File: config.mk
export PLATFORM = sky130hd
export DESIGN_NAME = nibble_serial_add_ctrl_flat
export DESIGN_NICKNAME = d
export VERILOG_FILES = /design/src/rtl/nibble_serial_add_ctrl_if.sv /design/src/rtl/nibble_serial_add_ctrl.sv /design/src/flat_wrapper.sv
export SDC_FILE = /design/constraint.sdc
export NUM_CORES = 1
export LEC_CHECK = 0
export ABC_AREA = 1
export ABC_CLOCK_PERIOD_IN_PS = 2100
export CAP_MARGIN = 0
export CORE_MARGIN = 10
export CORE_UTILIZATION = 47
export CTS_CLUSTER_DIAMETER = 100
export DETAILED_ROUTE_END_ITERATION = 8
export PLACE_DENSITY = 0.76
export SYNTH_ARGS = -nofsm -noshare
export SYNTH_HDL_FRONTEND = slang
export SYNTH_SLANG_ARGS = --single-unit
File: constraint.sdc
create_clock -name clk_i -period 2.1 [get_ports clk_i]
set_input_delay 0.21 -clock clk_i [delete_from_list [all_inputs] [get_ports clk_i]]
set_output_delay 0.21 -clock clk_i [all_outputs]
set_load 0.01 [all_outputs]
File: src/rtl/nibble_serial_add_ctrl_if.sv
// Operand/result handshake plus the borrowed 4-bit adder port for nibble_serial_add_ctrl.
// slave is the controller side; master is the operand source / adder owner side.
interface nibble_serial_add_ctrl_if #(parameter int WIDTH = 16);
    logic             start_i;
    logic             sub_i;
    logic             cin_i;
    logic [WIDTH-1:0] a_i;
    logic [WIDTH-1:0] b_i;
    logic [3:0]       add_a_o;
    logic [3:0]       add_b_o;
    logic             add_cin_o;
    logic [3:0]       add_s_i;
    logic             add_cout_i;
    logic [WIDTH-1:0] sum_o;
    logic             cout_o;
    logic             ovf_o;
    logic             busy_o;
    logic             done_o;

    modport slave (
        input  start_i, sub_i, cin_i, a_i, b_i, add_s_i, add_cout_i,
        output add_a_o, add_b_o, add_cin_o, sum_o, cout_o, ovf_o, busy_o, done_o
    );

    modport master (
        output start_i, sub_i, cin_i, a_i, b_i, add_s_i, add_cout_i,
        input  add_a_o, add_b_o, add_cin_o, sum_o, cout_o, ovf_o, busy_o, done_o
    );
endinterface

File: src/rtl/nibble_serial_add_ctrl.sv
// WIDTH-bit add/subtract sequenced one nibble per clock through an external 4-bit adder.
//
// state | meaning
// IDLE  | waiting for start_i; adder port driven 0; last result held
// RUN   | feeding nibble k (LSB first), chaining carry through carry_q
// DONE  | one-cycle done_o pulse; result registers already updated
module nibble_serial_add_ctrl #(
    parameter int WIDTH = 16
) (
    input  logic                      clk_i,
    input  logic                      rst_i,
    nibble_serial_add_ctrl_if.slave   bus
);
    localparam int N  = WIDTH / 4;
    localparam int KW = (N > 1) ? $clog2(N) : 1;

    typedef enum logic [1:0] {IDLE, RUN, DONE} state_t;

    state_t             state_q, state_d;
    logic [N-1:0][3:0]  a_q, b_q, sum_q, sum_d;
    logic               sub_q, cin_q, carry_q;
    logic [KW-1:0]      k_q;
    logic               last_step;
    logic [WIDTH-1:0]   sum_o_q;
    logic               cout_q, ovf_q;

    always_ff @(posedge clk_i or posedge rst_i) begin
        if (rst_i) state_q <= IDLE;
        else       state_q <= state_d;
    end

    always_comb begin
        state_d       = state_q;
        sum_d         = sum_q;
        last_step     = (k_q == KW'(N - 1));
        bus.add_a_o   = 4'h0;
        bus.add_b_o   = 4'h0;
        bus.add_cin_o = 1'b0;
        bus.busy_o    = 1'b0;
        bus.done_o    = 1'b0;
        case (state_q)
            IDLE: begin
                if (bus.start_i) state_d = RUN;
            end
            RUN: begin
                bus.busy_o    = 1'b1;
                bus.add_a_o   = a_q[k_q];
                bus.add_b_o   = b_q[k_q];
                bus.add_cin_o = (k_q == '0) ? (sub_q | cin_q) : carry_q;
                sum_d[k_q]    = bus.add_s_i;
                if (last_step) state_d = DONE;
            end
            DONE: begin
                bus.busy_o = 1'b1;
                bus.done_o = 1'b1;
                state_d    = IDLE;
            end
            default: state_d = IDLE;
        endcase
    end

    // b_q holds the effective B operand, already inverted for subtract
    always_ff @(posedge clk_i or posedge rst_i) begin
        if (rst_i) begin
            a_q     <= '0;
            b_q     <= '0;
            sum_q   <= '0;
            sub_q   <= 1'b0;
            cin_q   <= 1'b0;
            carry_q <= 1'b0;
            k_q     <= '0;
            sum_o_q <= '0;
            cout_q  <= 1'b0;
            ovf_q   <= 1'b0;
        end else begin
            case (state_q)
                IDLE: begin
                    if (bus.start_i) begin
                        a_q     <= bus.a_i;
                        b_q     <= bus.sub_i ? ~bus.b_i : bus.b_i;
                        sub_q   <= bus.sub_i;
                        cin_q   <= bus.cin_i;
                        carry_q <= 1'b0;
                        k_q     <= '0;
                        sum_q   <= '0;
                    end
                end
                RUN: begin
                    sum_q   <= sum_d;
                    carry_q <= bus.add_cout_i;
                    k_q     <= k_q + KW'(1);
                    if (last_step) begin
                        sum_o_q <= sum_d;
                        cout_q  <= bus.add_cout_i;
                        ovf_q   <= (a_q[N-1][3] == b_q[N-1][3]) &&
                                   (sum_d[N-1][3] != a_q[N-1][3]);
                    end
                end
                default: ;
            endcase
        end
    end

    assign bus.sum_o  = sum_o_q;
    assign bus.cout_o = cout_q;
    assign bus.ovf_o  = ovf_q;
endmodule
File: src/flat_wrapper.sv
// flat-port wrapper written by rule: the top's interface ports become plain ports
module nibble_serial_add_ctrl_flat 
#(
    parameter int WIDTH = 16
)
  (clk_i, rst_i, bus_start_i, bus_sub_i, bus_cin_i, bus_a_i, bus_b_i, bus_add_s_i, bus_add_cout_i, bus_add_a_o, bus_add_b_o, bus_add_cin_o, bus_sum_o, bus_cout_o, bus_ovf_o, bus_busy_o, bus_done_o);
  nibble_serial_add_ctrl_if #(.WIDTH(WIDTH)) bus_i ();
  input  logic clk_i;
  input  logic rst_i;
  input wire logic [$bits(bus_i.start_i)-1:0] bus_start_i;
  input wire logic [$bits(bus_i.sub_i)-1:0] bus_sub_i;
  input wire logic [$bits(bus_i.cin_i)-1:0] bus_cin_i;
  input wire logic [$bits(bus_i.a_i)-1:0] bus_a_i;
  input wire logic [$bits(bus_i.b_i)-1:0] bus_b_i;
  input wire logic [$bits(bus_i.add_s_i)-1:0] bus_add_s_i;
  input wire logic [$bits(bus_i.add_cout_i)-1:0] bus_add_cout_i;
  output wire logic [$bits(bus_i.add_a_o)-1:0] bus_add_a_o;
  output wire logic [$bits(bus_i.add_b_o)-1:0] bus_add_b_o;
  output wire logic [$bits(bus_i.add_cin_o)-1:0] bus_add_cin_o;
  output wire logic [$bits(bus_i.sum_o)-1:0] bus_sum_o;
  output wire logic [$bits(bus_i.cout_o)-1:0] bus_cout_o;
  output wire logic [$bits(bus_i.ovf_o)-1:0] bus_ovf_o;
  output wire logic [$bits(bus_i.busy_o)-1:0] bus_busy_o;
  output wire logic [$bits(bus_i.done_o)-1:0] bus_done_o;
  assign bus_i.start_i = bus_start_i;
  assign bus_i.sub_i = bus_sub_i;
  assign bus_i.cin_i = bus_cin_i;
  assign bus_i.a_i = bus_a_i;
  assign bus_i.b_i = bus_b_i;
  assign bus_i.add_s_i = bus_add_s_i;
  assign bus_i.add_cout_i = bus_add_cout_i;
  assign bus_add_a_o = bus_i.add_a_o;
  assign bus_add_b_o = bus_i.add_b_o;
  assign bus_add_cin_o = bus_i.add_cin_o;
  assign bus_sum_o = bus_i.sum_o;
  assign bus_cout_o = bus_i.cout_o;
  assign bus_ovf_o = bus_i.ovf_o;
  assign bus_busy_o = bus_i.busy_o;
  assign bus_done_o = bus_i.done_o;
  nibble_serial_add_ctrl #(.WIDTH(WIDTH)) u_core (.clk_i(clk_i), .rst_i(rst_i), .bus(bus_i));
endmodule
==> flow_metrics.tcl <==
set metrics [dict create \
    final_common_cell "sky130_fd_sc_hd__nand2_1" \
    synth_top_cell_by_area "sky130_fd_sc_hd__dfrtp_1" \
    dpl-instance-area_mm2 0.004380 \
    globalRoute.totalOverflow 0 \
    synth_sequential_area_ratio 0.5117 \
    rrSetupSlack_ns 0.40 \
    slowest_stage "sky130_fd_sc_hd__clkdlybuf4s50_1" \
    worst_setup_hold_path_clk_slew_ns 0.08 \
    status "completed" \
    grt_setup_unrepaired "no" \
    detailedRoute.firstIterationViolations 178 \
    synth_fp_nets 486 \
    worst_ep_required_time_ns 1.89 \
    clk_latency_ns 0.35 \
    hold_viol_final 0 \
    timing_worst_slew_pin_value_ns 0.4376 \
    via_per_inst 4.814 \
    cts_tree "built" \
    detail-route-antenna-nets 0 \
    power.total_mw 6.444 \
    fin_crit_ns 1.952 \
    core_region_area_mm2 0.007331 \
    antenna_found_initial 0 \
    fp.dieW_um 107.2 \
    starting_density_of_the_core 0.4869 \
    vias 2951 \
    clock_skew_ns 0.01118 \
    worst-r2r-cell-count 7 \
    timing.final.setup_violations 0 \
    maximum_operating_frequency_mhz 512.3 \
    whs_ns 0.1891 \
    synthDominantCellAreaShare 0.5117 \
    final_util 0.6317 \
    r2r-start "u_core.state_q[0]$_DFFE_PP0P_" \
    gp_routability_congestion 0.7424 \
    critical_path.max_stage_delay_ns 0.54 \
    syn_area_mm2 0.003570 \
    gr_util_all_layers 0.1518 \
    final_antenna_diode_count 0 \
    post-route-drc-count 0 \
    synth.distinct_cells 21 \
    fp.dieArea_mm2 0.01148 \
    slew_violations 0 \
    grt_max_degree 40 \
    boundaryPins 71 \
    power.ir.vdd_worst_mv 0.6191 \
    totalNegativeSetupSlack_ns 0 \
    synthCells 434 \
    cts_buffer_depth 2 \
    postRouteWirelength_mm 8.491 \
    cts_hold_buffers 0 \
    worstReg2RegEnd "u_core.sum_q[3]$_DFFE_PP0P_" \
    place.detailed.hpwl_mm 6.284 \
    layout_common_cells "sky130_fd_sc_hd__nand2_1 (136), sky130_fd_sc_hd__o21ai_0 (74), sky130_fd_sc_hd__dfrtp_1 (73)" \
    crit_path_cell_trace "inv_1 > ha_1 > clkdlybuf4s50_1" \
    synthesis.yosys.warnings 0 \
    grt_pass1_wl_mm 14.19 \
    synth.avg_cell_area_um2 8.225 \
    synth_seq_cells 73 \
    cap_viol_max_count 0 \
    final_net_count 561 \
    cts_post_setup_buffers_inserted 0 \
    number_of_buffers_inserted_during_clock_tree_synthesis 9 \
    drtPass1Iterations 4 \
    die_y_um 107.2 \
    final_cell_area_mm2 0.004631 \
    min-delay-path-class "primary input to asynchronous set/reset pin" \
    cp-end-kind "output pin" \
    layout-drive-gt1-share 0.07588 \
    htreeDepth 3 \
    worstPathMaxFanout 4 \
    final_min_period_over_clock_period 0.9295 \
    grt_pass1_vias 3015 \
    crit_path_start_kind "flop" \
    placement.io_buffers 70 \
    area_delta_synth_final_pct 29.72 \
    synth.area.top_cells "sky130_fd_sc_hd__dfrtp_1 (51%), sky130_fd_sc_hd__nand2_1 (14%), sky130_fd_sc_hd__o21ai_0 (10%)" \
    clk_root_buffer_cell "sky130_fd_sc_hd__clkbuf_8" \
    num_rows 31 \
    clock_sink_count 73 \
    routed_wire_length_per_instance_um 13.85 \
    crit_type "flop to output pin" \
    worst-endpoint-arrival_ns 1.74 \
    worst_slew_margin_rel 0.7079 \
    power_density_mw_per_mm2 1392 \
    leakagePower_nw 2.333 \
]
-- report_power, final --
part	internal (mW)	switching [mW]	leakage, nW
sequential	2.03	0.310	0.916
clock	0.666	0.539	0.0975
combinational	1.24	1.65	1.32
total	3.94	2.50	2.33
-- layout make-up --
type                            count  area (µm²)
Fill cell                         611        2700
Timing Repair Buffer               82       822.0
Clock inverter                      7       95.09
Inverter                           61       236.5
Clock buffer                        9       123.9
Multi-Input combinational cell    282        1403
Sequential cell                    73        1827
Tap cell                           99       123.9
-- layer usage --
layer | vias to the layer above | GRT usage | share of wire
li1 | 1506 | - | -
met1 | 1370 | 0.1894 | 0.46
met2 | 66 | 0.2509 | 0.47
met3 | 9 | 0.03653 | 0.054
met4 | 0 | 0.05222 | 0.012
met5 | - | 0 | 0
-- through the flow --
step                setup WS (ns)  instances
finish                     0.1480        613
global route              0.06179        613
CTS                       0.02606        613
global placement           0.1708        597
floorplan                 0.03673        434
detailed placement         0.1143        597
-- worst max-delay path, delay by kind of cell, from the launching register on --
family | cells | cell delay, ns
adders and majority gates | 1 | 0.31
buffers and inverters | 2 | 0.65
DFF | 1 | 0.44
-- timing repair --
item                                    4_1_cts  5_1_grt
gates resized for setup                       4        8
endpoints found under the setup margin        9        8
pin swaps                                     0        0
-- worst max path at each step --
stage	startpoint	end	slack, ns	cells past startpoint
2_1_floorplan	rst_i	u_core.a_q[0]$_DFFE_PP0P_	0.04	1
3_3_place_gp	u_core.state_q[1]$_DFFE_PP0P_	bus_add_cin_o	0.17	5
3_5_place_dp	u_core.state_q[1]$_DFFE_PP0P_	bus_add_cin_o	0.11	5
4_1_cts	u_core.k_q[0]$_DFFE_PP0P_	bus_add_b_o[2]	0.03	6
5_1_grt	u_core.state_q[0]$_DFFE_PP0P_	bus_busy_o	0.06	3
6_report	u_core.state_q[0]$_DFFE_PP0P_	bus_busy_o	0.15	3
-- cells in the mapped netlist, drive strengths merged --
master and number:
a21oi 10, nand3 19, a31oi 1, o21ai 85, clkinv 1, nor2 2
inv 60, dfrtp 73, buf 16, nand2 139, clkbuf 2, ha 10
xnor2 16
-- cells by family (layout without fill, tap and decap cells) --
group / after synthesis / count (layout) / share of synthesized area
adders and majority gates: 10 / 10 / 0.03505
AOI/OAI and AO/OA: 96 / 96 / 0.1381
DFF: 73 / 73 / 0.5117
buffers and inverters: 79 / 159 / 0.09884
xor gates and xnor gates: 16 / 16 / 0.03926
and+or+nand+nor: 160 / 160 / 0.1770
-- state kept, by name (all words and copies together) (netlist names) --
signal             count
u_core.state_q         2
u_core.bus.cout_o      1
u_core.b_q            16
u_core.bus.sum_o      16
u_core.k_q             2
u_core.cin_q           1
u_core.a_q            16
u_core.sub_q           1
u_core.bus.ovf_o       1
u_core.sum_q          16
u_core.carry_q         1
Note: power is estimated with default switching activity, not from simulation.
